==> src/rtl/encoder8x3_pending.sv <==
// encoder8x3_pending: latches 8 event request lines into a pending vector and
// offers them one at a time as a 3-bit binary code over a valid/ready handshake.
// Optional feature: define ENC_OVERFLOW_EN to add the sticky ovf output, which
// flags a request arriving on a line that is already pending.

module encoder8x3_pending #(
   parameter bit LOW_FIRST = 1'b0
) (
   input  logic        clk,
   input  logic        rst,
   input  logic [7:0]  req,
   input  logic        ready,
   output logic        valid,
   output logic [2:0]  code,
   output logic [7:0]  pend
`ifdef ENC_OVERFLOW_EN
   ,
   output logic        ovf
`endif
);

   localparam int unsigned NUM_REQ  = 8;
   localparam int unsigned CODE_W   = 3;

   typedef enum logic {
      IDLE  = 1'b0,
      OFFER = 1'b1
   } state_t;

   state_t              state_q, state_d;
   logic                valid_q, valid_d;
   logic [CODE_W-1:0]   code_q,  code_d;
   logic [NUM_REQ-1:0]  pend_q,  pend_d;
   logic [NUM_REQ-1:0]  clr_c;
   logic                accept_c;

   // Index of the highest-priority set bit; later loop iterations win.
   function automatic logic [CODE_W-1:0] pick_code(input logic [NUM_REQ-1:0] p);
      logic [CODE_W-1:0] c;
      c = '0;
      if (LOW_FIRST) begin
         for (int i = NUM_REQ - 1; i >= 0; i--) begin
            if (p[i]) c = CODE_W'(i);
         end
      end else begin
         for (int i = 0; i < NUM_REQ; i++) begin
            if (p[i]) c = CODE_W'(i);
         end
      end
      return c;
   endfunction

   // Handshake completion and the one-hot clear of the accepted line.
   always_comb begin
      accept_c = valid_q && ready;
      clr_c    = '0;
      if (accept_c) clr_c = NUM_REQ'(1) << code_q;
   end

   // Pending vector: new requests are OR-ed in after the clear, so set wins.
   always_comb begin
      pend_d = (pend_q & ~clr_c) | req;
   end

   // Grant FSM: IDLE picks from the registered pending vector, OFFER holds
   // the code stable until the consumer accepts it.
   always_comb begin
      state_d = state_q;
      valid_d = valid_q;
      code_d  = code_q;
      unique case (state_q)
         IDLE: begin
            valid_d = 1'b0;
            if (pend_q != '0) begin
               code_d  = pick_code(pend_q);
               valid_d = 1'b1;
               state_d = OFFER;
            end
         end
         OFFER: begin
            valid_d = 1'b1;
            if (ready) begin
               valid_d = 1'b0;
               state_d = IDLE;
            end
         end
         default: begin
            valid_d = 1'b0;
            state_d = IDLE;
         end
      endcase
   end

   // State, offer and pending registers.
   always_ff @(posedge clk or posedge rst) begin
      if (rst) begin
         state_q <= IDLE;
         valid_q <= 1'b0;
         code_q  <= '0;
         pend_q  <= '0;
      end else begin
         state_q <= state_d;
         valid_q <= valid_d;
         code_q  <= code_d;
         pend_q  <= pend_d;
      end
   end

`ifdef ENC_OVERFLOW_EN
   logic ovf_q, ovf_d;

   // Sticky overflow: a request hits a line that stays pending this cycle.
   always_comb begin
      ovf_d = ovf_q | (|(req & pend_q & ~clr_c));
   end

   // Overflow flag register, cleared only by reset.
   always_ff @(posedge clk or posedge rst) begin
      if (rst) ovf_q <= 1'b0;
      else     ovf_q <= ovf_d;
   end

   assign ovf = ovf_q;
`endif

   assign valid = valid_q;
   assign code  = code_q;
   assign pend  = pend_q;

endmodule

==> config.mk <==
export PLATFORM = sky130hd
export DESIGN_NAME = encoder8x3_pending
export DESIGN_NICKNAME = d
export VERILOG_FILES = /design/src/rtl/encoder8x3_pending.sv
export SDC_FILE = /design/constraint.sdc
export NUM_CORES = 1
export LEC_CHECK = 0
export CORE_MARGIN = 5
export CORE_UTILIZATION = 43
export DETAILED_ROUTE_END_ITERATION = 8
export GPL_TIMING_DRIVEN = 0
export PLACE_DENSITY = 0.8
export SLEW_MARGIN = 10
export SYNTH_ARGS = -nofsm -noshare
export SYNTH_HDL_FRONTEND = slang
export SYNTH_SLANG_ARGS = --single-unit
==> constraint.sdc <==
create_clock -name clk -period 3.4 [get_ports clk]
set_input_delay 0.34 -clock clk [delete_from_list [all_inputs] [get_ports clk]]
set_output_delay 0.34 -clock clk [all_outputs]
set_load 0.02 [all_outputs]
Yosys cells after proc, flatten, opt, wreduce, memory -nomap -nowiden

Index checks and enable logic that the tools add are counted.

Reduce and logical (&&, ||, !) cells: 3
Bitwise operators: 4
Mux-type cells: 11
Shift operators: 1

Operator list:

| cell                  | count |
|---|---|
| $mux W3               | 6 |
| $and A8 B8 Y8         | 1 |
| $mux W8               | 1 |
| $not A8 Y8            | 1 |
| $or A8 B8 Y8          | 1 |
| $reduce_bool A8 Y1    | 1 |
| $shl A1 B3 Y8 const A | 1 |
| $mux W1               | 3 |
| $pmux W1 S2           | 1 |
| $reduce_and A2 Y1     | 1 |
| $logic_and A1 B1 Y1   | 1 |
| $not A1 Y1            | 1 |

Flip-flop bits (word level): 12
Input bits: 11
Output and inout port bits: 12
Word-level logic and storage cells: 22

Depth between registers and ports, before layout

Word-level depth: 7
Depth in mapped cells: 4
Depth with buffers taken out: 4

Worst setup path after synthesis

OpenSTA, ideal clock, no wires.

Path type: flip-flop to flip-flop
Start: register pend_q[4] (netlist: pend[4])
End: register valid_q (netlist: valid)
Period minus slack after synthesis: 1,219 ps
Setup slack: 2,181 ps
Arrival: 1,100 ps
Stages on the path, launching flop included: 4
Required time: 3,281 ps
Cells stage by stage: dfrtp_1 nor4_4 a21oi_2 a21o_2

Longest elaborated chain between the ends: 3

RTL lines:

| element                | line | source |
|---|---|---|
| start, declared        | 33   | `logic [NUM_REQ-1:0] pend_q, pend_d;` |
| start signal, assigned | 105  | `pend_q <= pend_d;` |
| $reduce_bool A8 Y1     | 74   | `if (pend_q != '0) begin` |
| $mux W1                | --   |  |
| $pmux W1 S2            | --   |  |
| net state_d            | 30   | `state_t state_q, state_d;` |
| end signal, assigned   | 103  | `valid_q <= valid_d;` |
| end, declared          | 31   | `logic valid_q, valid_d;` |

The timed path passes the listed nets, and every way through them passes these cells.
A chain may end at the register's enable or synchronous reset.

Worst setup path after layout

Start: register pend_q[6] (netlist: pend[6])
End: output pend[6]

RTL lines:

| element       | line | source |
|---|---|---|
| end, declared | 15   | `output logic [7:0] pend` |

No word-level cell between the ends.

==> summary.md <==
| Metric | Value |
|---|---|
| Clock Skews | `0.007761 ns` |
| RSZ-0062 raised after global routing | `no` |
| Clk pwr share | `23.4%` |
| Area growth from synthesis to layout | `49.33%` |
| Synth area leaders | `dfrtp_1 54%, nand2b_1 11%, o21ai_0 8.1%, nor4_4 7.6%, inv_1 2.7%` |
| Share of layout cells above drive strength 1 | `10.26%` |
| Num CTS Buffers | `3` |
| Least-Margin Pin Slew | `0.4502 ns` |
| Initial Utilization | `43.98%` |
| Met1 Resource Use GR | `17.80%` |
| Core area | `1269 um2` |
| Most common cell in the netlist | `dfrtp_1` |
| Setup WS pre-CTS | `1.917 ns` |
| Critical path required time | `3.06 ns` |
| Post-DP HPWL | `1013 um` |
| Worst slew margin | `69.96%` |
| CTS clk-pin slew, worst paths | `0.08 ns` |
| Met3 Usage GRT | `2.372%` |
| Total grt overflow | `0` |
| Seq/Total Area, Yosys | `53.81%` |
| Post-CTS setup buffer count | `0` |
| Tmin final | `1.739 ns` |
| DIE WIDTH | `46.03 um` |
| Final setup margin | `1.661 ns` |
| Sw Pwr | `0.0001717 W` |
| Mapped Area | `558.0 um2` |
| Clk sinks | `12` |
| Largest stage delay on the critical path | `0.65 ns` |
| Pleak | `0.3413 nW` |
| Worst r2r path cells | `4` |
| Most used DFF post-synth | `dfrtp_1` |
| EDFF count, synth | `0` |
| Antenna diodes | `0` |
| Boundary Pins | `23` |
| Combinational share of power | `33.7%` |
| Final hold violations | `0` |
| Number of max-cap violations | `0` |
| FF-to-FF Start | `pend[4]` |
| Syn_nets | `63` |
| Part of the power in registers | `43.0%` |
| PortBufs | `22` |
| DR vias | `473` |
| Critical Path AT | `1.40 ns` |
| Hold buffer count at CTS | `0` |
| Max frequency | `575.1 MHz` |
| Critical path class | `flip-flop to output pin` |
| PD cells | `585.3 nW/um2` |
| Die H | `46.03 um` |
| Gates resized, CTS repair | `0` |
| Finished Core Util | `65.68%` |
| Worst skew pair latency | `0.28 ns` |
| Clk buf depth | `2` |
| First-pass GRT wire length | `2187 um` |
| Per-cell routed wire length | `13.77 um` |
| Reg-to-Reg End | `code[0]` |
| Setup crit end kind | `output pin` |
| Met2 Use GR | `25.00%` |
| VDD IR max | `364.1 uV` |
| Routed Antenna Nets | `0` |
| Num rows | `13` |
| Placer Congestion | `0.7294` |
| Min-delay worst type | `input pin to asynchronous set/reset pin` |
| Min Hold Slack | `0.3563 ns` |
| Status | `finished clean` |
| WL final | `1281 um` |
| Cell chain of the critical path | `clkdlybuf4s50_1` |
| Initial antenna violation count | `0` |
| Asr flop ratio synth | `100.0%` |
| Design area | `833.3 um2` |
| Part of the cycle the worst path needs | `51.14%` |
| Fill count | `114` |
| TritonCTS clock tree | `yes` |
| Worst setup SP type | `flip-flop` |
| Netlist cell types | `16` |
| Ys Warns | `0` |
| Number of synthesized register bits | `12` |
| FF-to-FF setup slack | `2.19 ns` |
| Die area | `2118 um2` |
| Largest net degree at the start of global routing | `13` |
| GR peak layer | `met2` |
| Post-synth top area share | `53.81%` |
| CP max FO | `6` |
| Critical path's top delay family | `buffers and inverters` |
| Setup violators final | `0` |
| Initial drt markers | `8` |
| H-Tree Level Count | `1` |
| Slowest-stage cell, CP | `clkdlybuf4s50_1` |
| Number of global-route vias before repair | `480` |
| Residual DRC | `0` |
| Vias per cell | `5.086` |
| Mapped Avg Cell Area | `10.73 um2` |
| Drt pass-1 iters | `4` |
| Placed Area | `797.0 um2` |
| Most frequent cells after synthesis | `12 x dfrtp_1, 10 x nand2b_1, 9 x o21ai_0, 4 x inv_1, 3 x nor2_1` |
| Setup TNS | `0 ns` |
| Cell taking the most area after synthesis | `dfrtp_1` |
| Final net count | `90` |
| Crit path buf inv count | `1` |
| Sw frac | `35.19%` |
| Gr usage total | `14.94%` |
| Count of pins over their slew limit | `0` |
| Internal | `0.0003161 W` |
| Post-synthesis cell count | `52` |
| CTS Root Cell | `clkbuf_4` |
-- cell type report --
type                    count  area (um2)  share of cell area (%)
flip-flops and latches     12       300.3                   36.04
multi-input cells          36       242.7                   29.13
repair buffers             22       220.2                   26.43
clock buffers               4       36.28                   4.354
inverters                   4       15.01                   1.802
well taps                  15       18.77                   2.252
-- power by group through the flow --
stage | clock network, W | registers, W | logic [W]
floorplan | 0 | 0.000236 | 0.0000574
global placement | 0 | 0.000210 | 0.000163
detailed placement | 0 | 0.000213 | 0.000167
CTS | 0.000118 | 0.000210 | 0.000167
global route | 0.000126 | 0.000218 | 0.000178
finish | 0.000114 | 0.000210 | 0.000164
-- cells in the final DEF (no fill, tap or decap), types with 2 or more instances in the layout --
| cell type | n |
|---|---|
| o21ai_0 | 9 |
| a21oi_1 | 2 |
| dfrtp_1 | 12 |
| clkdlybuf4s50_1 | 22 |
| o31ai_1 | 2 |
| inv_1 | 4 |
| nand2b_1 | 10 |
| nor2_1 | 3 |
| clkbuf_4 | 3 |
| nor4_4 | 2 |
-- layer usage --
| metal | up-vias | wire length [um] | part of all wire [%] |
|---|---|---|---|
| met4 | 0 | 22 | 1.7 |
| met5 | - | 0 | 0 |
| li1 | 236 | - | - |
| met2 | 17 | 637 | 50 |
| met1 | 218 | 549 | 43 |
| met3 | 2 | 72 | 5.6 |
-- registers in the layout, indices dropped and copies added (netlist names) --
register	flops
valid	1
pend	8
code	3
-- worst max path at each step --
stage / startpoint / to / slack (ns) / depth (start not counted)
2_1_floorplan: pend[4] / valid / 2.18 / 3
3_3_place_gp: ready / pend[0] / 1.96 / 4
3_5_place_dp: ready / pend[4] / 1.92 / 4
4_1_cts: pend[6] / pend[6] / 1.65 / 1
5_1_grt: pend[4] / pend[4] / 1.59 / 1
6_report: pend[6] / pend[6] / 1.66 / 1
-- per-stage QoR --
| step | power, W | std cells |
|---|---|---|
| finish | 0.0004878 | 93 |
| CTS | 0.0004945 | 93 |
| global route | 0.0005221 | 93 |
| floorplan | 0.0002936 | 52 |
| global placement | 0.0003725 | 89 |
| detailed placement | 0.0003792 | 89 |
-- cells by family after synthesis --
family	Yosys count	synth area share, %
compound gates	18	19.73
buf+inv	4	2.690
flops	12	53.81
simple gates	18	23.77
No activity file was read; power rests on OpenSTA's default activity.
